`src/rtl/mmss_pkg.sv`:
```
// Shared types, constants and BCD helpers for the mm:ss countdown timer.
package mmss_pkg;

    typedef enum logic [1:0] {
        IDLE = 2'd0,
        RUN  = 2'd1,
        HOLD = 2'd2
    } state_t;

    localparam logic [7:0] BCD_ZERO = 8'h00;
    localparam logic [7:0] BCD_59   = 8'h59;

    // Two-digit BCD decrement; callers never pass 00.
    function automatic logic [7:0] bcd_dec8(input logic [7:0] v);
        logic [7:0] r;
        if (v[3:0] == 4'd0) begin
            r = {v[7:4] - 4'd1, 4'h9};
        end else begin
            r = {v[7:4], v[3:0] - 4'd1};
        end
        return r;
    endfunction

    // Invalid digits or out-of-range values collapse to the bound.
    function automatic logic [7:0] bcd_clamp8(input logic [7:0] v, input logic [7:0] bound);
        logic [7:0] r;
        if ((v[7:4] > 4'd9) || (v[3:0] > 4'd9) || (v > bound)) begin
            r = bound;
        end else begin
            r = v;
        end
        return r;
    endfunction

endpackage

```
`src/rtl/mmss_countdown_if.sv`:
```
// Control and status bundle between the countdown timer and its user.
interface mmss_countdown_if;
    logic       en;
    logic       load;
    logic [7:0] ld_min;
    logic [7:0] ld_sec;
    logic       start;
    logic       pause;
    logic [7:0] min;
    logic [7:0] sec;
    logic       bout;
    logic       busy;
    logic       done;

    modport master (
        output en, load, ld_min, ld_sec, start, pause,
        input  min, sec, bout, busy, done
    );

    modport slave (
        input  en, load, ld_min, ld_sec, start, pause,
        output min, sec, bout, busy, done
    );
endinterface

```
`src/rtl/m60_down.sv`:
```
// Mod-60 BCD down-counter: the decrementing twin of m60, wrapping 00->59 with a borrow pulse.
module m60_down
    import mmss_pkg::*;
(
    input  logic       clk,
    input  logic       rstn,
    input  logic       load,
    input  logic [7:0] ld,
    input  logic       dec,
    output logic [7:0] cnt,
    output logic       bout
);

    logic [7:0] cnt_reg;
    logic       bout_reg;

    always_ff @(posedge clk) begin
        if (!rstn) begin
            cnt_reg  <= BCD_ZERO;
            bout_reg <= 1'b0;
        end else if (load) begin
            cnt_reg  <= bcd_clamp8(ld, BCD_59);
            bout_reg <= 1'b0;
        end else if (dec) begin
            if (cnt_reg == BCD_ZERO) begin
                cnt_reg  <= BCD_59;
                bout_reg <= 1'b1;
            end else begin
                cnt_reg  <= bcd_dec8(cnt_reg);
                bout_reg <= 1'b0;
            end
        end else begin
            bout_reg <= 1'b0;
        end
    end

    assign cnt  = cnt_reg;
    assign bout = bout_reg;

endmodule

```
`src/rtl/mmss_countdown.sv`:
```
// Loadable BCD mm:ss countdown with start/pause/resume, minute-borrow and expiry pulses.
module mmss_countdown
    import mmss_pkg::*;
#(
    parameter int         TICK_DIV = 1,
    parameter logic [7:0] MAX_MIN  = 8'h59
) (
    input  logic              clk,
    input  logic              rstn,
    mmss_countdown_if.slave   bus
);

    localparam int PW = (TICK_DIV > 1) ? $clog2(TICK_DIV) : 1;
    localparam logic [PW-1:0] PRESC_LAST = PW'(TICK_DIV - 1);

    state_t        state_reg, state_next;
    logic [PW-1:0] presc_reg, presc_next;
    logic [7:0]    min_reg, min_next;
    logic          done_reg, done_next;
    logic          sec_load;
    logic          sec_dec;
    logic [7:0]    sec_cnt;
    logic          sec_bout;
    logic          value_zero;
    logic          last_step;

    assign value_zero = (min_reg == BCD_ZERO) && (sec_cnt == BCD_ZERO);
    assign last_step  = (min_reg == BCD_ZERO) && (sec_cnt == 8'h01);

    m60_down u_sec (
        .clk  (clk),
        .rstn (rstn),
        .load (sec_load),
        .ld   (bus.ld_sec),
        .dec  (sec_dec),
        .cnt  (sec_cnt),
        .bout (sec_bout)
    );

    always_ff @(posedge clk) begin
        if (!rstn) begin
            state_reg <= IDLE;
            presc_reg <= '0;
            min_reg   <= BCD_ZERO;
            done_reg  <= 1'b0;
        end else begin
            state_reg <= state_next;
            presc_reg <= presc_next;
            min_reg   <= min_next;
            done_reg  <= done_next;
        end
    end

    // Priority: load > pause > start > tick. A start or pause edge never also ticks.
    always_comb begin
        state_next = state_reg;
        presc_next = presc_reg;
        min_next   = min_reg;
        done_next  = 1'b0;
        sec_load   = 1'b0;
        sec_dec    = 1'b0;

        if (bus.load) begin
            state_next = IDLE;
            presc_next = '0;
            min_next   = bcd_clamp8(bus.ld_min, MAX_MIN);
            sec_load   = 1'b1;
        end else if (bus.pause && (state_reg == RUN)) begin
            state_next = HOLD;
        end else if (bus.start && (state_reg != RUN)) begin
            if (state_reg == HOLD) begin
                state_next = RUN;
            end else if (value_zero) begin
                done_next = 1'b1;
            end else begin
                state_next = RUN;
            end
        end else if ((state_reg == RUN) && bus.en) begin
            if (presc_reg == PRESC_LAST) begin
                presc_next = '0;
                sec_dec    = 1'b1;
                if (sec_cnt == BCD_ZERO) begin
                    min_next = bcd_dec8(min_reg);
                end
                if (last_step) begin
                    done_next  = 1'b1;
                    state_next = IDLE;
                end
            end else begin
                presc_next = presc_reg + PW'(1);
            end
        end
    end

    assign bus.min  = min_reg;
    assign bus.sec  = sec_cnt;
    assign bus.bout = sec_bout;
    assign bus.busy = (state_reg != IDLE);
    assign bus.done = done_reg;

endmodule
```
`src/flat_wrapper.sv`:
```
// flat-port wrapper written by rule: the top's interface ports become plain ports
module mmss_countdown_flat import mmss_pkg::*;
#(
    parameter int         TICK_DIV = 1,
    parameter logic [7:0] MAX_MIN  = 8'h59
)
  (clk, rstn, bus_en, bus_load, bus_ld_min, bus_ld_sec, bus_start, bus_pause, bus_min, bus_sec, bus_bout, bus_busy, bus_done);
  mmss_countdown_if bus_i ();
  input  logic clk;
  input  logic rstn;
  input wire logic [$bits(bus_i.en)-1:0] bus_en;
  input wire logic [$bits(bus_i.load)-1:0] bus_load;
  input wire logic [$bits(bus_i.ld_min)-1:0] bus_ld_min;
  input wire logic [$bits(bus_i.ld_sec)-1:0] bus_ld_sec;
  input wire logic [$bits(bus_i.start)-1:0] bus_start;
  input wire logic [$bits(bus_i.pause)-1:0] bus_pause;
  output wire logic [$bits(bus_i.min)-1:0] bus_min;
  output wire logic [$bits(bus_i.sec)-1:0] bus_sec;
  output wire logic [$bits(bus_i.bout)-1:0] bus_bout;
  output wire logic [$bits(bus_i.busy)-1:0] bus_busy;
  output wire logic [$bits(bus_i.done)-1:0] bus_done;
  assign bus_i.en = bus_en;
  assign bus_i.load = bus_load;
  assign bus_i.ld_min = bus_ld_min;
  assign bus_i.ld_sec = bus_ld_sec;
  assign bus_i.start = bus_start;
  assign bus_i.pause = bus_pause;
  assign bus_min = bus_i.min;
  assign bus_sec = bus_i.sec;
  assign bus_bout = bus_i.bout;
  assign bus_busy = bus_i.busy;
  assign bus_done = bus_i.done;
  mmss_countdown #(.TICK_DIV(TICK_DIV), .MAX_MIN(MAX_MIN)) u_core (.clk(clk), .rstn(rstn), .bus(bus_i));
endmodule
```
`config.mk`:
```
export PLATFORM = sky130hd
export DESIGN_NAME = mmss_countdown_flat
export DESIGN_NICKNAME = d
export VERILOG_FILES = /design/src/rtl/mmss_pkg.sv /design/src/rtl/mmss_countdown_if.sv /design/src/rtl/m60_down.sv /design/src/rtl/mmss_countdown.sv /design/src/flat_wrapper.sv
export SDC_FILE = /design/constraint.sdc
export NUM_CORES = 1
export LEC_CHECK = 0
export BUFFER_PORTS_ARGS = -buffer_cell sky130_fd_sc_hd__buf_2
export CAP_MARGIN = 30
export CORE_UTILIZATION = 40
export DETAILED_ROUTE_END_ITERATION = 10
export GPL_TIMING_DRIVEN = 0
export HOLD_SLACK_MARGIN = 0.08
export PLACE_DENSITY_LB_ADDON = 0.08
export SYNTH_ARGS = -nofsm -noshare
export SYNTH_HDL_FRONTEND = slang
export SYNTH_SLANG_ARGS = --single-unit
```
`constraint.sdc`:
```
create_clock -name clk -period 3.4 [get_ports clk]
set_input_delay 0.68 -clock clk [delete_from_list [all_inputs] [get_ports clk]]
set_output_delay 0.68 -clock clk [all_outputs]
set_load 0.05 [all_outputs]
```
==> flow_summary.ini <==
[run_status]
status = finished with violations
violations = DRC

[clock_tree]
clk_latency_ns = 0.32
cts_htree_levels = 1
cts.repair.resized = 0
clk_pin_slew_ns = 0.12
cts_sinks = 20
cts_buffers = 3
holdBufCountCts = 0
cts_tree = done
post-cts-setup-buffer-count = 0
clk_path_buf_depth = 2
cts-root-buf = clkbuf_4

[global_routing]
grt_pass1_wl_um = 5310
grtUsageTotal = 0.206
grt_pass1_vias = 1205
grt_max_degree = 12
antenna_found_initial = 0
grt.overflow.total = 0

[floorplanning]
initial_utilization = 0.435
num_rows = 19
fp.coreArea_sq_mm = 0.00283
die_h_um = 57.5
ios = 41
die_area_sq_mm = 0.00330
chipWidth_um = 57.5

[sta]
fin_setup_tns_ns = 0
rsz0062_at_grt = no
slew_violations = 0
maxSlewHeadroom = 0.694
min_period_ns = 1.90
worstMarginPinSlew_ns = 0.459
skew_ns = 0.000987
setup_viol = 0
layout_setup_ws_ns = 1.50
fmax_mhz = 528
hold_viol = 0
period_share = 0.557

[power_and_ir_drop]
power_density_mw_per_mm2 = 371
ir_drop_mv = 0.218
p_leak_nw = 0.684
finalPower_w = 0.000557

[yosys]
async_flop_share = 0
synth_top_area_cell = dfxtp_1
ys.flop_type = dfxtp_1
synth_xor_area_frac = 0.0285
synthMuxAreaShare = 0.0498
postSynthAreaPerCell_sq_um = 8.20
synth-simple-area-share = 0.300
syn_inst = 150
synthTopCellsByArea = dfxtp_1 (33%), o21ai_0 (5.7%), ha_1 (5.1%)
yosysTopAreaCellShare = 0.326
seq_area_frac_synth = 0.326
synth_enable_flop_cells = 0
ys_types = 40
synth-compound-area-share = 0.199
syn_area_sq_mm = 0.00123
ys.warnings.count = 0
ys_seq_elements = 20
syn_nets = 177
synth_adder_area_share = 0.0509
synth_top_family_by_area = simple AND/OR/NAND/NOR gates

[routing]
firstDrtPassIters = 7
wl_per_cell_um = 14.0
drtIter0Drc = 50
viasPerCell = 5.72
wirelength_um = 3130
drc = 2
dr_total_vias = 1281
antenna_left = 0

[final_layout]
regArea_sq_um = 400
area_growth_pct = 22.0
layout_commonest_cell = buf_2
drive_gt1_frac = 0.301
fillCellCount = 304
num-nets-final = 221
final_cells = 224
multiInputGateArea_sq_um = 773
diodes = 0
layout_common_cells = buf_2 (42), dfxtp_1 (20), nand2_1 (15)

[hold_path]
hp-class = reg -> reg

[critical_path]
start_kind = flip-flop
endpoint = bus_busy
path_cells = or2_2, buf_2
timing.rr.start = u_core.u_sec.cnt[4]$_SDFFE_PN0P_
worstSetupStartpoint = u_core.state_reg[1]$_SDFFE_PP0P_
arrival_ns = 1.22
ff2ff_path_depth = 6
crit_slowest_cell = dfxtp_1
endpoint_kind = output port
critPathKind = reg -> out
r2r_slack_ns = 1.54
required_ns = 2.72
slowest_delay_ns = 0.39
timing.rr.end = u_core.bus.min[7]$_SDFFE_PN0P_
cp_max_fo = 7

[flow_run]
cap_viol_max_count = 0

[placement]
portBuffers = 39
place_ws_ns = 1.37
post-dp-hpwl_um = 2410
dp.cells = 220
routabilityCongestion = 0.789
-- power by group --
| part | switching (W) | internal (W) | leakage [nW] |
|---|---|---|---|
| combinational | 0.0000940 | 0.0000520 | 0.499 |
| sequential | 0.0000156 | 0.000245 | 0.164 |
| clock | 0.0000841 | 0.0000655 | 0.0210 |
| total | 0.000194 | 0.000363 | 0.684 |
-- synthesized netlist by cell type (3+ instances only) --
library cell,number
inv_1,9
nand2_1,15
nor3_1,3
a31oi_1,3
nand4_1,4
nor2_1,12
or3_1,4
a21oi_1,6
nand3_1,5
o221a_2,3
mux2i_1,5
nor2b_1,3
dfxtp_1,20
o22ai_1,4
ha_1,5
buf_2,3
o21ai_0,14
xnor2_1,3
-- layer usage --
metal | share of wire | GRT usage
met3 | 0.039 | 0.0249
met1 | 0.47 | 0.272
met4 | 0.013 | 0.0732
met5 | 0 | 0
met2 | 0.48 | 0.346
-- layout make-up --
type / instances / area share
Multi-Input combinational cell: 116 / 0.515
Sequential cell: 20 / 0.267
Timing Repair Buffer: 39 / 0.130
Tap cell: 31 / 0.0259
Clock buffer: 4 / 0.0242
Inverter: 9 / 0.0225
Buffer: 5 / 0.0150
-- stage by stage --
stage                     hold WS, ns  utilization  instance area (sq um)
final                           0.536        0.530                   1500
after global routing            0.581        0.530                   1500
after CTS                       0.531        0.530                   1500
after detailed placement        0.510        0.517                   1460
after global placement          0.482        0.517                   1460
after floorplan                 0.497            -                   1230
-- cells by family (layout without fill, tap and decap cells) --
family / Yosys count / in the layout
AND/OR/NAND/NOR: 63 / 63
AO/OA/AOI/OAI: 38 / 38
flip-flops: 20 / 20
buffers and inverters: 14 / 57
multiplexers: 6 / 6
adder cells (fa/ha/maj): 5 / 5
XOR/XNOR: 4 / 4
-- worst max-delay path: cells and delay by family, from the launching register on --
kind          cells  cell delay [ns]
buf+inv           1             0.21
flops             1             0.39
simple gates      1             0.30
-- worst min path at each step --
stage / start / endpoint / cells after the start
after floorplan: u_core.state_reg[1]$_SDFFE_PP0P_ / u_core.state_reg[0]$_SDFFE_PP0P_ / 2
after global placement: u_core.bus.min[7]$_SDFFE_PN0P_ / u_core.bus.min[7]$_SDFFE_PN0P_ / 2
after detailed placement: u_core.bus.min[7]$_SDFFE_PN0P_ / u_core.bus.min[7]$_SDFFE_PN0P_ / 2
after CTS: u_core.bus.min[7]$_SDFFE_PN0P_ / u_core.bus.min[7]$_SDFFE_PN0P_ / 2
after global routing: u_core.bus.min[6]$_SDFFE_PN0P_ / u_core.bus.min[6]$_SDFFE_PN0P_ / 2
final: u_core.bus.min[7]$_SDFFE_PN0P_ / u_core.bus.min[7]$_SDFFE_PN0P_ / 2
Note: power is estimated with default switching activity, not from simulation.
